**src/rtl/bnn_uart_tx.sv**
```systemverilog
// bnn_uart_tx: UART transmit path of the BNN controller.
// It buffers bytes from the controller core in a small FIFO. It then
// serialises them as 8N1 frames, LSB first. Host flow control comes from
// UART_RTS, which is synchronised here and checked only when a frame starts.
//
// Ports:
//   clk        system clock, rising edge
//   rst        synchronous reset, active-high
//   tx_data    byte to transmit
//   tx_valid   tx_data valid this cycle
//   tx_ready   FIFO not full; a push happens on tx_valid && tx_ready
//   UART_RTS   host ready to receive (asynchronous, active-high)
//   UART_Tx    serial line, idle high, driven straight from a flop
//   busy       frame in progress or FIFO non-empty
//   fifo_level number of bytes currently buffered
module bnn_uart_tx #(
  parameter int unsigned CLKS_PER_BIT = 87,
  parameter int unsigned FIFO_DEPTH   = 4
) (
  input  logic                        clk,
  input  logic                        rst,
  input  logic [7:0]                  tx_data,
  input  logic                        tx_valid,
  output logic                        tx_ready,
  input  logic                        UART_RTS,
  output logic                        UART_Tx,
  output logic                        busy,
  output logic [$clog2(FIFO_DEPTH):0] fifo_level
);

  localparam int unsigned AW = $clog2(FIFO_DEPTH);
  localparam int unsigned LW = AW + 1;
  localparam int unsigned CW = (CLKS_PER_BIT > 1) ? $clog2(CLKS_PER_BIT) : 1;
  localparam logic [CW-1:0] BAUD_LAST = CW'(CLKS_PER_BIT - 1);
  localparam logic [LW-1:0] LVL_FULL  = LW'(FIFO_DEPTH);

  typedef enum logic [1:0] {
    S_IDLE,
    S_START,
    S_DATA,
    S_STOP
  } state_e;

  // RTS synchroniser
  logic rts_meta_q, rts_s_q;

  always_ff @(posedge clk) begin
    if (rst) begin
      rts_meta_q <= 1'b0;
      rts_s_q    <= 1'b0;
    end else begin
      rts_meta_q <= UART_RTS;
      rts_s_q    <= rts_meta_q;
    end
  end

  // FIFO
  logic [7:0]    mem_q [FIFO_DEPTH];
  logic [AW-1:0] wr_ptr_q, rd_ptr_q;
  logic [LW-1:0] level_q;
  logic          push, pop;

  // Ready is taken from the registered level only, so a full FIFO refuses a
  // push even on a cycle where it also pops.
  assign tx_ready   = (level_q != LVL_FULL);
  assign push       = tx_valid && tx_ready;
  assign fifo_level = level_q;

  always_ff @(posedge clk) begin
    if (push) begin
      mem_q[wr_ptr_q] <= tx_data;
    end
  end

  always_ff @(posedge clk) begin
    if (rst) begin
      wr_ptr_q <= '0;
      rd_ptr_q <= '0;
      level_q  <= '0;
    end else begin
      if (push) begin
        wr_ptr_q <= wr_ptr_q + AW'(1);
      end
      if (pop) begin
        rd_ptr_q <= rd_ptr_q + AW'(1);
      end
      unique case ({push, pop})
        2'b10:   level_q <= level_q + LW'(1);
        2'b01:   level_q <= level_q - LW'(1);
        default: level_q <= level_q;
      endcase
    end
  end

  // Serialiser FSM
  state_e        state_q, state_d;
  logic [CW-1:0] baud_q, baud_d;
  logic [2:0]    bit_q, bit_d;
  logic [7:0]    shift_q, shift_d;
  logic          tx_q, tx_d;
  logic          can_start, baud_end;

  assign can_start = (level_q != '0) && rts_s_q;
  assign baud_end  = (baud_q == BAUD_LAST);

  always_ff @(posedge clk) begin
    if (rst) begin
      state_q <= S_IDLE;
      baud_q  <= '0;
      bit_q   <= '0;
      shift_q <= '0;
      tx_q    <= 1'b1;
    end else begin
      state_q <= state_d;
      baud_q  <= baud_d;
      bit_q   <= bit_d;
      shift_q <= shift_d;
      tx_q    <= tx_d;
    end
  end

  // The line level for the next cycle is chosen along with the transition.
  // This keeps UART_Tx on a flop with no extra cycle of latency.
  always_comb begin
    state_d = state_q;
    baud_d  = baud_q;
    bit_d   = bit_q;
    shift_d = shift_q;
    tx_d    = tx_q;
    pop     = 1'b0;
    unique case (state_q)
      S_IDLE: begin
        tx_d = 1'b1;
        if (can_start) begin
          pop     = 1'b1;
          shift_d = mem_q[rd_ptr_q];
          baud_d  = '0;
          state_d = S_START;
          tx_d    = 1'b0;
        end
      end
      S_START: begin
        if (baud_end) begin
          baud_d  = '0;
          bit_d   = '0;
          state_d = S_DATA;
          tx_d    = shift_q[0];
        end else begin
          baud_d = baud_q + CW'(1);
        end
      end
      S_DATA: begin
        if (baud_end) begin
          baud_d = '0;
          if (bit_q == 3'd7) begin
            bit_d   = '0;
            state_d = S_STOP;
            tx_d    = 1'b1;
          end else begin
            bit_d   = bit_q + 3'd1;
            shift_d = {1'b0, shift_q[7:1]};
            tx_d    = shift_q[1];
          end
        end else begin
          baud_d = baud_q + CW'(1);
        end
      end
      S_STOP: begin
        if (baud_end) begin
          baud_d = '0;
          if (can_start) begin
            // back-to-back frame: no idle cycle between stop and start
            pop     = 1'b1;
            shift_d = mem_q[rd_ptr_q];
            state_d = S_START;
            tx_d    = 1'b0;
          end else begin
            state_d = S_IDLE;
            tx_d    = 1'b1;
          end
        end else begin
          baud_d = baud_q + CW'(1);
        end
      end
      default: begin
        state_d = S_IDLE;
        tx_d    = 1'b1;
      end
    endcase
  end

  assign UART_Tx = tx_q;
  assign busy    = (state_q != S_IDLE) || (level_q != '0);

endmodule

```
**config.mk**
```make
export PLATFORM = sky130hd
export DESIGN_NAME = bnn_uart_tx
export DESIGN_NICKNAME = d
export VERILOG_FILES = /design/src/rtl/bnn_uart_tx.sv
export SDC_FILE = /design/constraint.sdc
export NUM_CORES = 1
export LEC_CHECK = 0
export ABC_CLOCK_PERIOD_IN_PS = 2500
export CORE_MARGIN = 2
export CORE_UTILIZATION = 46
export CTS_CLUSTER_DIAMETER = 100
export CTS_CLUSTER_SIZE = 25
export DETAILED_ROUTE_END_ITERATION = 6
export DONT_BUFFER_PORTS = 1
export GPL_ROUTABILITY_DRIVEN = 0
export PLACE_DENSITY = 0.66
export SLEW_MARGIN = 20
export SYNTH_ARGS = -nofsm -noshare
export SYNTH_HDL_FRONTEND = slang
export SYNTH_SLANG_ARGS = --single-unit
export TNS_END_PERCENT = 20
```
**constraint.sdc**
```tcl
create_clock -name clk -period 2.5 [get_ports clk]
set_clock_uncertainty 0.05 [all_clocks]
set_input_delay 0.25 -clock clk [delete_from_list [all_inputs] [get_ports clk]]
set_output_delay 0.25 -clock clk [all_outputs]
set_load 0.05 [all_outputs]
```
* After elaboration in Yosys (flattened, before gate mapping)
Memory sizes are Yosys's and may differ from the RTL's. A register that Yosys moved wholly into a read port is not among the register bits. Cells that the tools add are included. W data, S select, Z words.
Operators by class: $add $sub $neg 6, eq/ne operators 14, multiplexer cells 33, reductions and logical operators 14
Operator list (number):
- $mux W8 | 4
- $pmux W8 S3 | 1
- $mux W2 | 7
- $mux W7 | 2
- $pmux W7 S2 | 1
- $ne A2 B2 Y1 const B | 6
- $pmux W3 S2 | 2
- $mux W1 | 10
- $mux W3 | 3
- $pmux W2 S4 | 1
- $add A7 B1 Y7 const B | 1
- $eq A7 B7 Y1 const B | 1
- $add A3 B1 Y3 const B | 2
- $eq A2 B2 Y1 const B | 3
- $reduce_and A3 Y1 | 2
- $reduce_bool A2 Y1 | 3
- $reduce_bool A3 Y1 | 2
- $reduce_and A5 Y1 | 1
- $add A2 B1 Y2 const B | 2
- $eq A2 B1 Y1 const B | 2
- $pmux W1 S4 | 1
- $reduce_and A4 Y1 | 1
- $eq A3 B3 Y1 const B | 1
- $ne A3 B3 Y1 const B | 1
- other kinds (6) | 7
Word-level totals: register bits 30, bits in writable memories 32, input port bits 12, output and inout port bits 6, word-level logic and storage cells 78, memories 1
Memories:
- mem_q | depth 4, width 8, rd ports 1, clocked after Yosys merged registers in 1, wr ports 1, RTL line 58 | logic [7:0] mem_q [FIFO_DEPTH];

* Longest topological paths before layout
Gate-level depths: netlist (run 1).
depth after elaboration 7, mapped depth 12, depth with buffers taken out 11

* Worst setup path after synthesis (run 1)
No wires, ideal clock.
path kind flip-flop to flip-flop, from register level_q[2] (netlist: fifo_level[2]), to register level_q[2] (netlist: fifo_level[2]), setup time 71 ps, arrival time 2851 ps, required time 2379 ps, setup slack -471 ps, stages on the path, launching flop included 10, path buffers 0, clock period less this slack 2971 ps, cells stage by stage dfxtp_1 > or3b_1 > and2_1 > inv_1 > ha_1 > inv_1 > fa_1 > xor2_1 > or3_1 > a21oi_1
On the way: elaborated cells between the ends (all ways) 13, classes of those cells 2 x add/sub; 3 x eq/ne; 4 x mux; 4 x reduce/logical
RTL lines:
- start, declared | RTL line 60 | logic [LW-1:0] level_q;
- start signal, assigned | RTL line 88 | 2'b10: level_q <= level_q + LW'(1);
- start signal, assigned | RTL line 89 | 2'b01: level_q <= level_q - LW'(1);
- start signal, assigned | RTL line 90 | default: level_q <= level_q;
- $ne A3 B3 Y1 * | RTL line 65 | assign tx_ready = (level_q != LVL_FULL);
- named net tx_ready | RTL line 24 | output logic tx_ready,
- $logic_and A1 B1 Y1 * | RTL line 66 | assign push = tx_valid && tx_ready;
- $eq A2 B1 Y1 / $eq A2 B2 Y1 (equally long branches) | RTL line 87 | unique case ({push, pop})
- $pmux W3 S2 / $reduce_bool A2 Y1 (equally long branches)
Mark *: on every way through the listed nets, which the timed path passes. The rest lies on a longest branch. A chain may end at the register's enable or synchronous reset.

* Final worst setup path (run 1)
from register baud_q[3], to register level_q[2] (netlist: fifo_level[2])
On the way: longest elaborated chain between the ends 5, elaborated cells between the ends (all ways) 7, classes of those cells 3 x eq/ne; 3 x mux; 1 x reduce/logical
Ends and longest elaborated chain:
- start, declared | RTL line 97 | logic [CW-1:0] baud_q, baud_d;
- start signal, assigned | RTL line 115 | baud_q <= baud_d;
- $eq A7 B7 Y1 * | RTL line 104 | assign baud_end = (baud_q == BAUD_LAST);
- $mux W1 * | RTL line 169 | if (baud_end) begin
- $pmux W1 S2 * | RTL line 131 | unique case (state_q)
- named net pop | RTL line 61 | logic push, pop;
- $eq A2 B1 Y1 / $eq A2 B2 Y1 (equally long branches) | RTL line 87
- $pmux W3 S2 / $reduce_bool A2 Y1 (equally long branches)
Marks and branches as above.

==> run_results.csv, run 1 <==
group,metric,value,unit
die,die-area,0.007119,mm2
drt,drtAntennaViolNets,0,
layout,synthToLayoutAreaGrowth,15.79,%
synth,synth_top_area_share,32.34,%
timing,post-route-period-util,95.55,%
worst_setup_path,crit_family,"simple AND/OR/NAND/NOR gates",
flow_run,max_cap_violations,0,
hold_path,holdCritPathClass,"in -> reg",
power_and_ir_drop,seqPwrFrac,46.3,%
power_and_ir_drop,swShare,32.57,%
layout,fin_cells,349,
worst_setup_path,crit_path_max_fanout,6,
die,coreArea,0.006314,mm2
worst_setup_path,cp_cell_sequence,"and4bb_2 -> a31oi_4 -> nor3_2 -> ha_2 -> inv_1 -> fa_2 -> xor2_1 -> or3_1 -> a21oi_2",
timing,timing.hold.ws,0.04741,ns
timing,slew_headroom,42.93,%
die,ios,18,
power_and_ir_drop,p_clk_share,28.6,%
cts,cts_tree,"yes",
drt,via_per_inst,5.332,
drt,drtPass1Iterations,6,
cts,cts_max_level,3,
timing,setup_viol,0,
layout,diodes,0,
worst_setup_path,critPathSlowestCell,"dfxtp_4",
synth,ys.flop_type,"edfxtp_1",
power_and_ir_drop,switchingPower,0.8735,mW
power_and_ir_drop,p_leak,1.268,nW
synth,syn-num-nets,271,
timing,drv_slew,0,
synth,yosys.area.top_type,"edfxtp_1",
worst_setup_path,worstSetupPathType,"reg -> reg",
layout,final_util,54.50,%
die,core.rowCount,29,
synth,synth_area_per_cell,12.23,um2
power_and_ir_drop,ir_drop,0.5029,mV
worst_setup_path,rrSetupSlack,0.11,ns
timing,tns,0,ns
worst_setup_path,start_kind,"register",
worst_setup_path,critical_path.endpoint_type,"register",
synth,synth_edf_count,32,
synth,ys_warn_count,0,
drt,drc,0,
global_routing,antenna_found_initial,0,
die,die_h,84.38,um
synth,seq_area_frac_synth,53.89,%
global_routing,grt_start_max_net_pins,23,
drt,drtIter0Drc,110,
global_routing,grt_first_pass_wirelength,8.673,mm
power_and_ir_drop,power_density,779.5,mW/mm2
cts,root_buffer,"clkbuf_8",
timing,final.setup.worst_slack,0.1112,ns
placed_design,dpl_cell_area,0.003120,mm2
layout,drive_above_1_share,25.37,%
layout,fin_nets,295,
global_routing,grt_pass1_vias,1818,
placed_design,port-buffer-count,0,
die,die_w,84.38,um
timing,worst_slew_pin_slew,0.8533,ns
worst_setup_path,required,2.71,ns
power_and_ir_drop,combinationalPowerShare,25.1,%
synth,ys_seq_elements,64,
drt,wl_per_cell,14.81,um
drt,vias,1861,
layout,final_cell_mix,"edfxtp_1 (32), nor2_1 (26), dfxtp_1 (25)",
timing,fmax,418.6,MHz
cts,cts_buffers,9,
die,start_util,47.07,%
placed_design,hpwl,3.486,mm
global_routing,grt_overflow,0,
layout,final_area,0.003441,mm2
layout,final_common_cell,"edfxtp_1",
placed_design,dp_slack,0.08256,ns
synth,synth_area_leaders,"edfxtp_1 (32%), dfxtp_1 (22%), ha_1 (6.3%)",
timing,hold_violations,0,
worst_setup_path,slowest_delay,0.36,ns
worst_setup_path,crit_arrival,2.60,ns
timing,min_period,2.389,ns
status,status,"completed",
synth,synthesis.area,0.002972,mm2
drt,wl,5.169,mm
synth,synthArstFlopShare,0,%
global_routing,track_usage,15.64,%
cts,cts.path.max_buffers,2,
cts,clock-sinks,64,
cts,clk_latency,0.34,ns
power_and_ir_drop,p_int,1.809,mW
power_and_ir_drop,total_power,2.682,mW
cts,clk_pin_slew,0.07,ns
worst_setup_path,worst-path-buf-inv,1,
placed_design,placedCellCount,321,
synth,synthesis.instances,243,
synth,ys_types,45,
[final timing paths]
check             startpoint       endpoint  cells past startpoint
setup reg to reg   baud_q[3]  fifo_level[2]                      9
hold reg to reg   rts_meta_q        rts_s_q                      1
setup / recovery   baud_q[3]  fifo_level[2]                      9
hold / removal           rst     state_q[1]                      2
[power groups by stage]
stage | Combinational [mW] | Sequential [mW] | Clock, mW
6_report | 0.672 | 1.24 | 0.768
5_1_grt | 0.748 | 1.25 | 0.842
4_1_cts | 0.653 | 1.24 | 0.795
3_5_place_dp | 0.625 | 1.26 | 0
3_3_place_gp | 0.626 | 1.26 | 0
2_1_floorplan | 0.460 | 1.28 | 0
[area by class of cell]
cell class	count	area (um2)
sequential	64	1615
timing repair buffer	25	212.7
multi-input combinational	156	1304
clock inverter	7	47.55
fill	556	2873
inverter	11	41.29
clock buffer	9	123.9
tap	77	96.34
[flip-flops by register name, summed over array words and instances, names as in the netlist, 2 cells and up, named ones only]
signal      flops
bit_q           3
rd_ptr_q        2
mem_q          32
state_q         2
wr_ptr_q        2
baud_q          7
shift_q         8
fifo_level      3
[cell families (layout without fill, tap and decap cells)]
| logic type | Yosys count | after routing | share of synthesized area [%] |
|---|---|---|---|
| muxes | 27 | 27 | 13.77 |
| xor gates and xnor gates | 3 | 3 | 0.8844 |
| buffers and inverters | 23 | 52 | 3.453 |
| adders and majority gates | 16 | 16 | 6.990 |
| DFF | 64 | 64 | 53.89 |
| and+or+nand+nor | 76 | 76 | 12.93 |
| AOI/OAI and AO/OA | 34 | 34 | 8.085 |
[synth_stat cells, types with 6 or more instances]
master / count
nor2b_1: 11
edfxtp_1: 32
nand3_1: 8
inv_1: 11
nor3_1: 6
clkbuf_1: 7
mux2i_1: 9
a21oi_1: 10
mux2_4: 7
nor2_1: 26
mux4_2: 8
o21ai_0: 6
nand2_1: 9
ha_1: 15
dfxtp_1: 32
[timing repair]
item / CTS / global route
buffers inserted: 0 / 2
setup endpoints to repair: 0 / 1
resized for setup: 0 / 13
hold buffers: 10 / 0
endpoints found under the hold margin: 52 / 0
[worst reg2reg max path, delay by kind of cell, from the launching register on]
| family | cells | cell delay, ns |
|---|---|---|
| flops | 1 | 0.36 |
| buf+inv | 1 | 0.05 |
| compound gates | 2 | 0.24 |
| simple gates | 3 | 0.92 |
| fa+ha+maj | 2 | 0.55 |
| xor+xnor | 1 | 0.16 |
[metal layers]
layer / track usage, % / vias up / wire (um)
met5: 0 / - / 0
met4: 7.359 / 0 / 103
met3: 5.015 / 8 / 142
met2: 23.59 / 20 / 2476
met1: 20.59 / 899 / 2447
li1: - / 934 / -
Power figures use the tool's default switching activity.
==> run 2: changes to the inputs <==
--- a/config.mk
+++ b/config.mk
@@ -5,7 +5,7 @@
 export SDC_FILE = /design/constraint.sdc
 export NUM_CORES = 1
 export LEC_CHECK = 0
-export ABC_CLOCK_PERIOD_IN_PS = 2500
+export ABC_CLOCK_PERIOD_IN_PS = 2120
 export CORE_MARGIN = 2
 export CORE_UTILIZATION = 46
 export CTS_CLUSTER_DIAMETER = 100
==> constraint.sdc (replaced) <==
create_clock -name clk -period 2.12 [get_ports clk]
set_clock_uncertainty 0.05 [all_clocks]
set_input_delay 0.212 -clock clk [delete_from_list [all_inputs] [get_ports clk]]
set_output_delay 0.212 -clock clk [all_outputs]
set_load 0.05 [all_outputs]
==> run 2 against run 1 <==
Net effect:
- the flow now finishes with violations (negative hold slack, negative setup slack)
- routed wire length up 8.6%
- fmax is 8.1% higher
- first-iteration DRC count up 0.91%
- setup slack got worse by 0.20 ns
- non-clock buffer count rose by 24
- critical path depth stayed put
- combinational power increased by 48%
- register-to-register slack worse by 0.20 ns
- final area grew 9.6%
- clock power rose by 60%
- core utilization grew 5.2 points
- critical endpoint unchanged
- largest cell class unchanged
==> run_results.csv, run 2 (same netlist as run 1, synthesis figures left out) <==
group,metric,value,unit
worst_setup_path,worstSetupPathType,"reg -> reg",
timing,final.setup.worst_slack,-0.09074,ns
cts,clk_pin_slew,0.07,ns
layout,final_area,0.003770,mm2
worst_setup_path,start_kind,"register",
drt,via_per_inst,5.304,
global_routing,antenna_found_initial,0,
layout,drive_above_1_share,29.49,%
layout,final_util,59.71,%
layout,largest_reg_flops,32,
timing,drv_slew,0,
power_and_ir_drop,p_leak,1.441,nW
cts,cts_tree,"yes",
worst_setup_path,r2r_cells,9,
layout,diodes,0,
global_routing,grt_pass1_vias,1998,
drt,wl_per_cell,15.10,um
placed_design,dpl_cell_area,0.003266,mm2
cts,cts.path.max_buffers,2,
drt,drc,0,
timing,fmax,452.3,MHz
layout,top_regs,"mem_q: 32 flops, shift_q: 8 flops, baud_q: 7 flops",
cts,clock-sinks,64,
worst_setup_path,crit_arrival,2.44,ns
die,die-area,0.007119,mm2
cts,cts_max_level,3,
global_routing,grt_start_max_net_pins,42,
drt,wl,5.616,mm
power_and_ir_drop,ir_drop,0.7393,mV
global_routing,grt_first_pass_wirelength,9.280,mm
timing,slew_headroom,64.54,%
timing,setup_viol,1,
flow_run,max_cap_violations,0,
drt,vias,1973,
die,coreArea,0.006314,mm2
layout,largest_register,"mem_q",
worst_setup_path,critical_path.endpoint_type,"register",
die,ios,18,
hold_path,hold_depth,1,
cts,clk_latency,0.35,ns
placed_design,hpwl,3.738,mm
global_routing,grt_overflow,0,
power_and_ir_drop,power_density,976.7,mW/mm2
status,violations,"negative hold slack, negative setup slack",
placed_design,port-buffer-count,0,
die,start_util,47.07,%
die,die_h,84.38,um
timing,worst_slew_pin_slew,0.5311,ns
drt,drtAntennaViolNets,0,
drt,drtPass1Iterations,4,
hold_path,holdCritPathClass,"in -> reg",
die,die_w,84.38,um
layout,synthToLayoutAreaGrowth,26.86,%
timing,rsz0062_at_grt,"yes",
timing,tns,-0.09074,ns
worst_setup_path,crit_path_max_fanout,2,
cts,root_buffer,"clkbuf_8",
timing,min_period,2.211,ns
layout,final_common_cell,"edfxtp_1",
timing,timing.hold.ws,-0.1140,ns
layout,fin_nets,319,
status,status,"finished with violations",
timing,hold_violations,11,
worst_setup_path,required,2.35,ns
global_routing,track_usage,16.76,%
layout,final_cell_mix,"edfxtp_1 (32), buf_4 (29), dfxtp_1 (28)",
timing,post-route-period-util,104.3,%
cts,cts_setup_buffers,0,
cts,cts_buffers,9,
die,core.rowCount,29,
drt,drtIter0Drc,111,
==> run 2: changes by cell type in the layout (fill, tap and decap cells not counted), moves of 3 or more <==
cell	previous run	this run
buf_4	15	29
bufinv_16	0	3
ha_4	0	3
dfxtp_1	25	28
dlygate4sd3_1	10	19
ha_1	14	11
==> run 2: timing repair <==
action                                  in CTS  in global routing
endpoints found under the setup margin       2                 13
gates cloned                                 0                  0
hold buffers                                18                  1
pin swaps                                    0                  1
endpoints found under the hold margin       53                 12
resized for setup                            3                 15
==> run 2: area by class of cell <==
type,instances,area (um2)
sequential,64,1609
multi-input combinational,156,1369
fill,510,2544
tap,77,96.34
clock buffer,9,123.9
timing repair buffer,49,419.2
clock inverter,6,108.9
inverter,11,43.79
==> run 2: worst max-delay path: stages, from the launching register on <==
cell	delay, ns
dfxtp_1	0.31
and4bb_2	0.35
a31oi_4	0.12
nor3_4	0.19
ha_4	0.17
inv_2	0.04
fa_2	0.33
xor2_1	0.16
or3_1	0.31
a21oi_1	0.12
==> run 2: worst paths after layout <==
| check | slack (ns) | start | end |
|---|---|---|---|
| min reg2reg | 0.43 | shift_q[7] | shift_q[7] |
| min | -0.11 | rst | fifo_level[2] |
| max | -0.09 | baud_q[5] | fifo_level[2] |
| max reg2reg | -0.09 | baud_q[5] | fifo_level[2] |
==> run 2: power by group <==
group | switching (mW) | total, mW | internal (mW)
clock network | 0.463 | 1.23 | 0.771
registers | 0.0599 | 1.45 | 1.39
logic | 0.551 | 0.996 | 0.445
total | 1.07 | 3.68 | 2.61
==> run 2: metrics by stage <==
step,setup WS (ns),power (mW),instances
finish,-0.09074,3.682,372
global placement,-0.06459,2.299,338
CTS,-0.1864,3.595,371
global route,-0.1633,3.864,372
detailed placement,-0.1991,2.319,338
floorplan,-0.2394,2.053,243
==> run 2: layer usage <==
metal,share of wire [%],GRT usage [%],vias up
met5,0,0,-
met4,1.8,6.494,0
met3,4.7,5.506,10
met2,49,27.13,38
met1,44,20.97,948
li1,-,-,977
